`src/rtl/alu_mc_pkg.sv`:
```
// Shared encodings for the multi-cycle ALU: op codes, FSM states, flag bit positions.
// Optional feature macro: ALU_MC_SMULL_EN (signed long multiply on op 110).
package alu_mc_pkg;

  typedef enum logic [2:0] {
    ALU_ADD   = 3'b000,
    ALU_SUB   = 3'b001,
    ALU_AND   = 3'b010,
    ALU_OR    = 3'b011,
    ALU_MUL   = 3'b100,
    ALU_UMULL = 3'b101,
    ALU_SMULL = 3'b110,
    ALU_RSVD  = 3'b111
  } alu_op_t;

  typedef enum logic [1:0] {
    S_IDLE,
    S_MUL,
    S_FIN
  } state_t;

  localparam int FLAG_N = 3;
  localparam int FLAG_Z = 2;
  localparam int FLAG_C = 1;
  localparam int FLAG_V = 0;

  // Ops that go through the iterative multiplier; everything else finishes in one cycle.
  function automatic logic is_mul_op(input alu_op_t op);
`ifdef ALU_MC_SMULL_EN
    return (op == ALU_MUL) || (op == ALU_UMULL) || (op == ALU_SMULL);
`else
    return (op == ALU_MUL) || (op == ALU_UMULL);
`endif
  endfunction

endpackage

```
`src/rtl/alu_mc_mul_iter.sv`:
```
// Radix-2 shift-add multiplier core: one multiplier bit per step, WIDTH steps per product.
// Unsigned only; sign handling for SMULL lives in the top (macro ALU_MC_SMULL_EN).
module alu_mc_mul_iter #(
  parameter int WIDTH = 32
) (
  input  logic               clk,
  input  logic               reset_n,
  input  logic               load,
  input  logic               step,
  input  logic [WIDTH-1:0]   mcand,
  input  logic [WIDTH-1:0]   mplier,
  output logic [2*WIDTH-1:0] product,
  output logic               last
);

  localparam int CW = $clog2(WIDTH);

  logic [WIDTH-1:0]   mcand_q;
  logic [2*WIDTH-1:0] prod_q, prod_d;
  logic [CW-1:0]      cnt_q;
  logic [WIDTH:0]     acc;

  // Low half starts as the multiplier and drains out as the product shifts in from the top.
  // NOTE: every signal driven in always_comb gets a value on every path, so no latch is inferred.
  always_comb begin
    acc    = {1'b0, prod_q[2*WIDTH-1:WIDTH]} + (prod_q[0] ? {1'b0, mcand_q} : '0);
    prod_d = {acc, prod_q[WIDTH-1:1]};
  end

  // NOTE: sequential state uses non-blocking assignments so all registers update together.
  always_ff @(posedge clk or negedge reset_n) begin
    if (!reset_n) begin
      mcand_q <= '0;
      prod_q  <= '0;
      cnt_q   <= '0;
    end else if (load) begin
      mcand_q <= mcand;
      prod_q  <= {{WIDTH{1'b0}}, mplier};
      cnt_q   <= '0;
    end else if (step) begin
      prod_q  <= prod_d;
      cnt_q   <= cnt_q + 1'b1;
    end
  end

  assign product = prod_q;
  assign last    = step && (cnt_q == CW'(WIDTH - 1));

endmodule

```
`src/rtl/alu_mc.sv`:
```
// Multi-cycle ALU: single-cycle add/sub/logic, iterative multiply, registered results with done pulse.
// Macro ALU_MC_SMULL_EN enables signed long multiply; otherwise op 110 acts as reserved.
module alu_mc
  import alu_mc_pkg::*;
#(
  parameter int WIDTH = 32
) (
  input  logic             clk,
  input  logic             reset_n,
  input  logic [WIDTH-1:0] a,
  input  logic [WIDTH-1:0] b,
  input  logic [2:0]       ALUControl,
  input  logic             start,
  output logic             busy,
  output logic             done,
  output logic [WIDTH-1:0] Result,
  output logic [WIDTH-1:0] Result2,
  output logic [3:0]       ALUFlags
);

  state_t             state_q, state_d;
  alu_op_t            op_q;
  logic [WIDTH-1:0]   a_q, b_q;
  logic               done_q;
  logic [WIDTH-1:0]   result_q, result2_q;
  logic [3:0]         flags_q;

  logic               accept, mul_last;
  logic [WIDTH-1:0]   mcand, mplier, bx, res_lo, res_hi;
  logic [WIDTH:0]     sum;
  logic [2*WIDTH-1:0] product, full;
  logic [3:0]         flags_d;
  logic               wide;

  // Busy covers the done cycle too, so a new request is taken no earlier than the cycle after done.
  assign busy   = (state_q != S_IDLE) || done_q;
  assign accept = start && !busy;

`ifdef ALU_MC_SMULL_EN
  logic signed_op, neg_q;
  assign signed_op = (alu_op_t'(ALUControl) == ALU_SMULL);
  // Magnitude of the most-negative value is 2**(WIDTH-1), which still fits unsigned.
  assign mcand  = (signed_op && a[WIDTH-1]) ? -a : a;
  assign mplier = (signed_op && b[WIDTH-1]) ? -b : b;
  assign full   = neg_q ? -product : product;

  always_ff @(posedge clk or negedge reset_n) begin
    if (!reset_n)    neg_q <= 1'b0;
    else if (accept) neg_q <= signed_op && (a[WIDTH-1] ^ b[WIDTH-1]);
  end
`else
  assign mcand  = a;
  assign mplier = b;
  assign full   = product;
`endif

  alu_mc_mul_iter #(.WIDTH(WIDTH)) u_mul (
    .clk     (clk),
    .reset_n (reset_n),
    .load    (accept && is_mul_op(alu_op_t'(ALUControl))),
    .step    (state_q == S_MUL),
    .mcand   (mcand),
    .mplier  (mplier),
    .product (product),
    .last    (mul_last)
  );

  always_comb begin
    state_d = state_q;
    case (state_q)
      S_IDLE:  if (accept) state_d = is_mul_op(alu_op_t'(ALUControl)) ? S_MUL : S_FIN;
      S_MUL:   if (mul_last) state_d = S_FIN;
      S_FIN:   state_d = S_IDLE;
      default: state_d = S_IDLE;
    endcase
  end

  always_comb begin
    res_lo  = '0;
    res_hi  = '0;
    flags_d = '0;
    bx      = op_q[0] ? ~b_q : b_q;
    sum     = {1'b0, a_q} + {1'b0, bx} + {{WIDTH{1'b0}}, op_q[0]};
    wide    = (op_q == ALU_UMULL);
    case (op_q)
      ALU_ADD, ALU_SUB: begin
        res_lo          = sum[WIDTH-1:0];
        flags_d[FLAG_C] = sum[WIDTH];
        flags_d[FLAG_V] = (a_q[WIDTH-1] == bx[WIDTH-1]) && (sum[WIDTH-1] != a_q[WIDTH-1]);
      end
      ALU_AND:   res_lo = a_q & b_q;
      ALU_OR:    res_lo = a_q | b_q;
      ALU_MUL:   res_lo = product[WIDTH-1:0];
      ALU_UMULL: {res_hi, res_lo} = product;
`ifdef ALU_MC_SMULL_EN
      ALU_SMULL: begin
        {res_hi, res_lo} = full;
        wide             = 1'b1;
      end
`endif
      default: ;
    endcase
    flags_d[FLAG_N] = wide ? res_hi[WIDTH-1] : res_lo[WIDTH-1];
    flags_d[FLAG_Z] = wide ? ({res_hi, res_lo} == '0) : (res_lo == '0);
  end

  always_ff @(posedge clk or negedge reset_n) begin
    if (!reset_n) begin
      state_q   <= S_IDLE;
      op_q      <= ALU_ADD;
      a_q       <= '0;
      b_q       <= '0;
      done_q    <= 1'b0;
      result_q  <= '0;
      result2_q <= '0;
      flags_q   <= '0;
    end else begin
      state_q <= state_d;
      done_q  <= (state_q == S_FIN);
      if (accept) begin
        op_q <= alu_op_t'(ALUControl);
        a_q  <= a;
        b_q  <= b;
      end
      if (state_q == S_FIN) begin
        result_q  <= res_lo;
        result2_q <= res_hi;
        flags_q   <= flags_d;
      end
    end
  end

  assign done     = done_q;
  assign Result   = result_q;
  assign Result2  = result2_q;
  assign ALUFlags = flags_q;

endmodule

```
`config.mk`:
```
export PLATFORM = sky130hd
export DESIGN_NAME = alu_mc
export DESIGN_NICKNAME = d
export VERILOG_FILES = /design/src/rtl/alu_mc_pkg.sv /design/src/rtl/alu_mc_mul_iter.sv /design/src/rtl/alu_mc.sv
export SDC_FILE = /design/constraint.sdc
export NUM_CORES = 1
export LEC_CHECK = 0
export ABC_AREA = 1
export ABC_CLOCK_PERIOD_IN_PS = 2400
export CORE_UTILIZATION = 56
export DETAILED_ROUTE_END_ITERATION = 8
export DONT_BUFFER_PORTS = 1
export HOLD_SLACK_MARGIN = 0.05
export PLACE_DENSITY = 0.76
export SLEW_MARGIN = 25
export SYNTH_ARGS = -nofsm -noshare
export SYNTH_HDL_FRONTEND = slang
export SYNTH_SLANG_ARGS = --single-unit
export TNS_END_PERCENT = 10
```
`constraint.sdc`:
```
create_clock -name clk -period 2.4 [get_ports clk]
set_input_delay 0.6 -clock clk [delete_from_list [all_inputs] [get_ports clk]]
set_output_delay 0.6 -clock clk [all_outputs]
set_load 0.01 [all_outputs]
```
Yosys cells after proc, flatten, opt, wreduce, memory -nomap -nowiden
Cells that the tools add are included.
- register bits: 239
- output and inout port bits: 70
- memory bits (writable): 0
- logic and storage cells: 63
- latch bits: 0
- memories kept: 0
- ROM bits: 0
- reduce and logical (&&, ||, !) cells: 16
- $lt $le $gt $ge: 0
- mux-type cells: 15
- equality and inequality tests: 14
- $add $sub $neg: 4
- divide/modulo/power cells: 0
- bitwise gates (word level): 3
- multiply operators: 0
- shift-type cells: 0
- operator list (cell ; number):
    $mux 64 ; 2
    $pmux 32 s4 ; 1
    $mux 32 ; 3
    $logic_not 64->1 ; 1
    $add 32x32->33 ; 1
    $add 32x33->33 ; 1
    $add 33x1->33 ; 1
    $and 32x32->32 ; 1
    $logic_not 32->1 ; 1
    $not 32->32 ; 1
    $or 32x32->32 ; 1
    $eq 3x3->1 const B ; 4
    $mux 5 ; 2
    $mux 2 ; 4
    $eq 3x2->1 const B ; 2
    $add 5x1->5 const B ; 1
    $eq 5x5->1 const B ; 1
    $logic_and 1x1->1 ; 4
    $ne 2x2->1 const B ; 2
    $pmux 2 s2 ; 1
    $reduce_bool 2->1 ; 2
    $reduce_or 2->1 ; 2
    $eq 3x1->1 const B ; 1
    $logic_not 3->1 ; 1
    other kinds (9) ; 11

Depth between registers and ports, before layout
Gate-level depths: netlist of run 1.
- word-level depth: 7
- gate-level depth with buffers: 23

Cells and area by module
A second synthesis of run 1 with hierarchy kept.
- cell total of the unflattened synthesis: 2428
- area, all modules: 15936.5 sq um
- modules (own cells, without submodules) (module ; sequential area each (sq um) ; instances ; cells each ; area each (sq um)):
    alu_mc ; 3453.3 ; 1 ; 1432 ; 9257.6
    alu_mc_mul_iter ; 2527.4 ; 1 ; 996 ; 6678.9

Worst setup path before layout of run 1
No wires, ideal clock.
- path type: register -> register
- start: reg u_mul.prod_q[0] (netlist: u_mul.product[0])
- end: reg u_mul.prod_q[59] (netlist: u_mul.product[59])
- cell stages (with the launch flop): 20
- slack: -0.247 ns
- arrival time: 2.524 ns
- library setup time: 0.123 ns
- clock period less this slack: 2.647 ns
- data required time: 2.277 ns
- cells stage by stage: dfrtp_1 -> clkbuf_1 -> clkbuf_1 -> nand2_1 -> inv_1 -> ha_1 -> inv_1 -> fa_1 -> o21ai_1 -> a21oi_1 -> inv_1 -> nand3_1 -> nand3b_1 -> nand2_1 -> nand2_1 -> nand2_1 -> nand2_1 -> a21oi_1 -> o21ai_0 -> nand2_1
- longest elaborated chain between the ends: 4
- ends and longest elaborated chain (item ; line ; RTL):
    start: declaration ; alu_mc_mul_iter.sv:19 ; logic [2*WIDTH-1:0] prod_q, prod_d;
    start signal: assignment ; alu_mc_mul_iter.sv:38 ; prod_q <= {{WIDTH{1'b0}}, mplier};
    start signal: assignment ; alu_mc_mul_iter.sv:41 ; prod_q <= prod_d;
    $mux 32 ; alu_mc_mul_iter.sv:26 ; acc = {1'b0, prod_q[2*WIDTH-1:WIDTH]} + (prod_q[0] ? {1'b0, mcand_q} : '0);
    $add 32x33->33 ; alu_mc_mul_iter.sv:26 ;
    $mux 64 ; alu_mc_mul_iter.sv:40 ; end else if (step) begin
    $mux 64 ; alu_mc_mul_iter.sv:36 ; end else if (load) begin
No other way between the ends. The select of a mux whose other input is x is not followed.
A chain may end at the register's enable or synchronous reset.

Worst setup path in the final report of run 1
- start: reg op_q[0]
- end: reg flags_q[2] (netlist: ALUFlags[2])
- longest elaborated chain between the ends: 6
- ends and longest elaborated chain (item ; line ; RTL):
    start: declaration ; alu_mc.sv:22 ; alu_op_t op_q;
    start signal: assignment ; alu_mc.sv:121 ; op_q <= alu_op_t'(ALUControl);
    $mux 32 ; alu_mc.sv:82 ; bx = op_q[0] ? ~b_q : b_q;
    $add 32x32->33 ; alu_mc.sv:83 ; sum = {1'b0, a_q} + {1'b0, bx} + {{WIDTH{1'b0}}, op_q[0]};
    $add 33x1->33 ; alu_mc.sv:83 ;
    $pmux 32 s4 ; alu_mc.sv:85 ; case (op_q)
    $logic_not 64->1 / $logic_not 32->1 (equally long branches) ; alu_mc.sv:104 ; flags_d[FLAG_Z] = wide ? ({res_hi, res_lo} == '0) : (res_lo == '0);
    $mux 1 (*) ; alu_mc.sv:104 ;
    end signal: assignment ; alu_mc.sv:128 ; flags_q <= flags_d;
    end: declaration ; alu_mc.sv:26 ; logic [3:0] flags_q;
Mark *: on every way between the ends. The rest lies on a longest branch, timed or not.

==> flow_summary.yaml, run 1 <==
logic_synthesis:
  synth.distinct_cells: 48
  synthFlopType: "dfrtp_1"
  yosysWarnings: 0
  muxShareOfSynthArea_pct: 0
  synthAdderAreaFrac_pct: 6.02
  syn_inst: 2159
  ys_seq_area_share_pct: 39.8
  ys_seq_elements: 239
  synthXorXnorAreaFrac_pct: 0.408
  yosys.area_share.simple_pct: 27.2
  synth_compound_area_share_pct: 16.1
  synth_edf_count: 0
  avgSynthCellArea_um2: 6.96
  syn_area_um2: 15000
  synth_top_family_by_area: "simple AND/OR/NAND/NOR gates"
  synthesis.nets: 2300
  synth_async_sr_flop_share_pct: 100
worst_setup_path:
  crit_path_end_kind: "register"
  crit_required_ns: 2.89
  worstSetupPathType: "register to register"
  rr_worst_depth: 21
  cp-startpoint: "op_q[0]"
  cp.arrival_ns: 3.37
  crit_fanout: 18
  r2r-start: "op_q[0]"
  cp-start-kind: "register"
flow_run:
  drv_cap: 0
placement:
  dp.cells: 2671
  io_buffers: 0
  dp_hpwl_mm: 36.3
  gp_congestion: 0.969
  placed_cell_area_um2: 17200
sta:
  skew_ns: 0.0124
  tns_ns: -8.63
  tightestPinTransition_ns: 0.683
  hold_viol_final: 239
  setup_viol: 37
  holdWs_ns: -0.251
  fin_crit_sh_pct: 120
  rsz0062_at_grt: "yes"
  postLayoutSetupSlackWorst_ns: -0.471
  timing.final.max_slew_violations: 0
  slew_headroom_pct: 54.4
  min_period_ns: 2.87
  fmax_mhz: 348
hold_path:
  hold_path_class: "input pin to asynchronous set/reset pin"
floorplanning:
  core_area_um2: 26200
  start_util_pct: 57.3
  die_h_um: 166
  design.die.area_um2: 27500
  die_w_um: 166
  io_pins: 140
  rows: 59
cells_and_area:
  final_cell_count_no_fill: 2736
  final_common_cell: "nand2_1"
  design_area_um2: 18900
  layout_common_cells: "nand2_1, inv_1, buf_4"
  syn_to_final_growth_pct: 25.8
  final_core_util_pct: 72.1
  fin_nets: 2522
  drive_gt1_share_pct: 20.9
  final.fill_count: 2174
detailed_routing:
  vias: 15100
  first_pass_iters: 8
  wl_per_cell_um: 17.9
  route.detailed.drc: 14
  final_antenna_net_count: 0
  drt_wl_total_mm: 49.1
  vias_per_cell: 5.53
  drtIter0Drc: 1144
clock_tree:
  path_clk_slew_ns: 0.07
  cts_tree: "done"
  cts.sinks: 239
  htree_levels: 1
  clockBufferDepth: 3
  worstSkewPairLatency_ns: 0.55
  cts-root-buf: "clkbuf_16"
  cts_buffers: 26
run_status:
  violations: "DRC, hold timing, setup timing"
  status: "finished, violations left"
power:
  ir_worst_vdd_mv: 1.06
  leakagePower_nw: 10.1
  p_per_area_nw_per_um2: 1720
  p_total_w: 0.0325
grt:
  grt.total_usage_pct: 35.8
  grt_pass1_vias: 15200
  globalRoute.totalOverflow: 0
  antenna_found_initial: 2
  grt_pass1_wl_mm: 77.9
  grt_max_degree: 240
logic make-up (layout without fill, tap and decap cells):
logic type	after synthesis	after routing
and+or+nand+nor	1017	1017
AOI/OAI and AO/OA	418	418
buffers and inverters	407	646
DFF	239	239
adders and majority gates	71	71
xor gates and xnor gates	7	7
other	0	3
critical path, stage by stage, from the launching register on:
cell	delay [ns]
dfrtp_2	0.49
buf_12	0.17
buf_16	0.15
nor2_1	0.15
nor2_1	0.07
ha_1	0.36
nand2_2	0.10
nor2_2	0.11
buf_4	0.12
buf_4	0.11
nand2_1	0.04
nor2_1	0.07
nand2_1	0.08
nand2_1	0.08
nand2_1	0.06
nand3_1	0.10
nand2_1	0.07
nor2_1	0.11
nand2_1	0.07
nor2_2	0.13
nand4_1	0.11
nand2_1	0.06
routing by layer:
metal	track usage [%]	vias up	share of wire (%)	routed length [um]
met3	5.29	140	6.3	3110
met4	15.4	0	4.7	2290
li1	-	7382	-	-
met1	44.0	7090	40	19800
met5	0	-	0	0
met2	62.9	527	49	23900
cell usage after synthesis, drive strengths merged, types with 6 or more instances:
master | n | area (um^2)
nand4 | 13 | 81.3
o211ai | 18 | 140
nand3b | 8 | 60.1
nand2 | 689 | 2600
dfrtp | 239 | 5980
a21oi | 79 | 395
nor3 | 11 | 60.1
o21ai | 212 | 1060
o221ai | 15 | 131
clkbuf | 50 | 188
buf | 20 | 109
inv | 334 | 1250
ha | 69 | 863
or2 | 10 | 62.6
and2 | 6 | 37.5
o22ai | 7 | 43.8
a22oi | 25 | 188
a21o | 7 | 52.6
o31ai | 22 | 165
a31oi | 18 | 113
nor2 | 196 | 761
nand3 | 82 | 410
timing repair:
| action | 4_1_cts | 5_1_grt |
|---|---|---|
| pin swaps | 23 | 21 |
| setup buffers | 10 | 6 |
| endpoints found under the setup margin | 47 | 54 |
| cloned | 1 | 0 |
| gates resized for setup | 86 | 93 |
| endpoints found under the hold margin | 239 | 239 |
worst paths after layout:
| check | to | slack [ns] |
|---|---|---|
| max | ALUFlags[2] | -0.47 |
| min | Result2[1] | -0.25 |
| max reg2reg | ALUFlags[2] | -0.47 |
| min reg2reg | u_mul.mcand_q[24] | 0.49 |
| max in group asynchronous | a_q[31] | 2.13 |
| min in group clk | b_q[29] | 0.16 |
sequential cells by signal (all words and copies together), names as in the netlist:
signal	cells
ALUFlags	4
u_mul.cnt_q	5
Result	32
u_mul.mcand_q	32
b_q	32
u_mul.product	64
a_q	32
Result2	32
done	1
state_q	2
op_q	3
metrics by stage:
stage	hold slack, ns	setup WS [ns]
5_1_grt	-0.266	-0.698
3_3_place_gp	0.309	-0.553
6_report	-0.251	-0.471
3_5_place_dp	0.309	-0.593
2_1_floorplan	0.304	-0.0295
4_1_cts	-0.265	-0.456
final cells by class:
cell class	count	area [um^2]	area share, %
diodes	3	7.51	0.0398
clock buffers	36	758	4.01
clock inverters	9	139	0.735
inverters	337	1270	6.70
multi-input cells	1513	8200	43.4
flip-flops and latches	239	5980	31.7
well taps	335	419	2.22
repair buffers	264	2110	11.2
report_power, final:
part	leakage, nW	internal, W	total [W]	switching, W
combinational	6.57	0.00889	0.0212	0.0123
sequential	3.06	0.00565	0.00715	0.00150
clock	0.432	0.00252	0.00419	0.00167
Power figures use the tool's default switching activity.
==> run 2: changes to the inputs <==
--- a/config.mk
+++ b/config.mk
@@ -6,12 +6,12 @@
 export NUM_CORES = 1
 export LEC_CHECK = 0
 export ABC_AREA = 1
-export ABC_CLOCK_PERIOD_IN_PS = 2400
+export ABC_CLOCK_PERIOD_IN_PS = 2550
 export CORE_UTILIZATION = 56
 export DETAILED_ROUTE_END_ITERATION = 8
 export DONT_BUFFER_PORTS = 1
 export HOLD_SLACK_MARGIN = 0.05
-export PLACE_DENSITY = 0.76
+export PLACE_DENSITY = 0.74
 export SLEW_MARGIN = 25
 export SYNTH_ARGS = -nofsm -noshare
 export SYNTH_HDL_FRONTEND = slang
==> constraint.sdc (replaced) <==
create_clock -name clk -period 2.55 [get_ports clk]
set_input_delay 0.6375 -clock clk [delete_from_list [all_inputs] [get_ports clk]]
set_output_delay 0.6375 -clock clk [all_outputs]
set_load 0.01 [all_outputs]
==> run 2 against run 1 <==
The run still ends with DRC, hold timing, setup timing left. Worst setup slack gained 0.12 ns. Critical path type unchanged. Largest cell class unchanged. Power shrank 0.45%. Sequential share of layout area shrank 0.12 points. Global-route usage shrank 0.25 points. Clock-buffer cell count shrank 4. Highest routed layer unchanged.
==> flow_summary.yaml, run 2 (synthesis results as in run 1) <==
floorplanning:
  start_util_pct: 57.3
  core_area_um2: 26200
  die_h_um: 166
  die_w_um: 166
  design.die.area_um2: 27500
  io_pins: 140
  rows: 59
clock_tree:
  cts-root-buf: "clkbuf_16"
  clockBufferDepth: 3
  htree_levels: 1
  path_clk_slew_ns: 0.07
  worstSkewPairLatency_ns: 0.56
  cts.sinks: 239
  cts_tree: "done"
  cts_buffers: 26
worst_setup_path:
  r2r_end: "ALUFlags[2]"
  rr_worst_depth: 21
  reg2reg_slack_ns: -0.35
  worstSetupPathType: "register to register"
  cp.arrival_ns: 3.40
  crit_path_end_kind: "register"
  crit_fanout: 8
  r2r-start: "op_q[0]"
  crit_required_ns: 3.05
  cp-startpoint: "op_q[0]"
  cp-start-kind: "register"
  cp-endpoint: "ALUFlags[2]"
detailed_routing:
  drtIter0Drc: 1218
  route.detailed.drc: 11
  first_pass_iters: 7
  wl_per_cell_um: 18.6
  vias_per_cell: 5.62
  drt_wl_total_mm: 50.0
  vias: 15100
  final_antenna_net_count: 0
grt:
  grt.total_usage_pct: 35.6
  grt_pass1_vias: 14900
  grt_pass1_wl_mm: 77.0
  antenna_found_initial: 4
  globalRoute.totalOverflow: 0
  grt_max_degree: 240
placement:
  dp_hpwl_mm: 35.9
  gp_congestion: 0.991
  place_ws_ns: -0.652
  io_buffers: 0
sta:
  tns_ns: -3.38
  tightestPinTransition_ns: 0.692
  hold_viol_final: 239
  postLayoutSetupSlackWorst_ns: -0.350
  skew_ns: 0.0171
  timing.final.max_slew_violations: 0
  fmax_mhz: 345
  rsz0062_at_grt: "yes"
  fin_crit_sh_pct: 114
  min_period_ns: 2.90
  setup_viol: 27
  holdWs_ns: -0.225
  slew_headroom_pct: 53.8
power:
  power.switching_w: 0.0157
  ir_worst_vdd_mv: 1.21
  power.internal_w: 0.0166
  p_comb_share_pct: 67.3
  p_per_area_nw_per_um2: 1710
  p_seq_share_pct: 21.0
  power.share.clock_pct: 11.7
  leakagePower_nw: 10.0
  switching_share_pct: 48.6
cells_and_area:
  fin_nets: 2480
  final.fill_count: 2148
  drive_gt1_share_pct: 22.6
  largest_reg_flops: 64
  num_antenna_cells: 0
  final_common_cell: "nand2_1"
  syn_to_final_growth_pct: 26.2
  layout_common_cells: "nand2_1, inv_1, dfrtp_1"
  final_core_util_pct: 72.3
flow_run:
  drv_cap: 0
run_status:
  violations: "DRC, hold timing, setup timing"
  status: "finished, violations left"
hold_path:
  hold_path_class: "input pin to asynchronous set/reset pin"
[run 2: cell count changes in the layout (fill, tap and decap cells not counted), sizes merged]
cell | previous run | this run
clkinv | 7 | 14
bufbuf | 0 | 1
diode | 3 | 0
inv | 333 | 334
buf | 264 | 219
clkinvlp | 3 | 1
bufinv | 3 | 2
clkbuf | 36 | 34
[run 2: critical path, cell delays in order, from the launching register on]
cell and delay, ns:
dfrtp_2 0.43, buf_12 0.16, clkbuf_16 0.19, nor2_4 0.12, nor2_1 0.06, ha_1 0.32
buf_6 0.14, nand2_4 0.07, inv_2 0.04, buf_4 0.13, nand2_4 0.07, inv_1 0.05
nand2_2 0.08, nand2_4 0.07, buf_4 0.15, o21ai_4 0.19, nand2_2 0.08, nor2_4 0.13
nand3_4 0.09, nor2_4 0.13, nand4_1 0.08, nand2_1 0.07
[run 2: per-layer routing]
metal	vias up	wire length, um	GRT usage [%]
li1	7300	-	-
met1	7145	19900	43.6
met4	0	2230	15.3
met3	133	3550	6.96
met2	538	24300	61.2
met5	-	0	0
[run 2: area by class of cell]
| class | count | area, um^2 | area share [%] |
|---|---|---|---|
| repair buffers | 222 | 1830 | 9.66 |
| inverters | 337 | 1270 | 6.69 |
| clock inverters | 14 | 145 | 0.766 |
| well taps | 335 | 419 | 2.21 |
| multi-input cells | 1513 | 8590 | 45.3 |
| flip-flops and latches | 239 | 5980 | 31.6 |
| clock buffers | 32 | 713 | 3.76 |
[run 2: timing repair]
action / in CTS / in global routing
pin swaps: 27 / 75
setup endpoints to repair: 33 / 48
gates resized for setup: 98 / 227
setup buffers: 12 / 18
gates cloned: 1 / 3
hold endpoints to repair: 239 / 239
[run 2: worst min path at each step]
stage / cells after the start / slack (ns) / from / to
detailed placement: 0 / 0.35 / reset_n / Result2[1]
global route: 0 / -0.25 / reset_n / Result2[1]
global placement: 0 / 0.35 / reset_n / Result2[0]
finish: 0 / -0.23 / reset_n / Result2[14]
CTS: 0 / -0.24 / reset_n / Result2[1]
floorplan: 0 / 0.34 / reset_n / ALUFlags[0]
[run 2: per-stage QoR]
| stage | total power, W | area (um^2) | instances |
|---|---|---|---|
| after detailed placement | 0.0237 | 16600 | 2612 |
| after global routing | 0.0347 | 19000 | 2692 |
| after CTS | 0.0290 | 17900 | 2671 |
| after floorplan | 0.0165 | 15000 | 2159 |
| final | 0.0324 | 19000 | 2692 |
| after global placement | 0.0234 | 16600 | 2612 |
[run 2: power by group through the flow]
stage / Combinational (W) / Clock, W / Sequential [W]
finish: 0.0218 / 0.00380 / 0.00679
global route: 0.0237 / 0.00398 / 0.00695
CTS: 0.0185 / 0.00382 / 0.00666
detailed placement: 0.0170 / 0 / 0.00669
global placement: 0.0168 / 0 / 0.00666
floorplan: 0.0102 / 0 / 0.00627
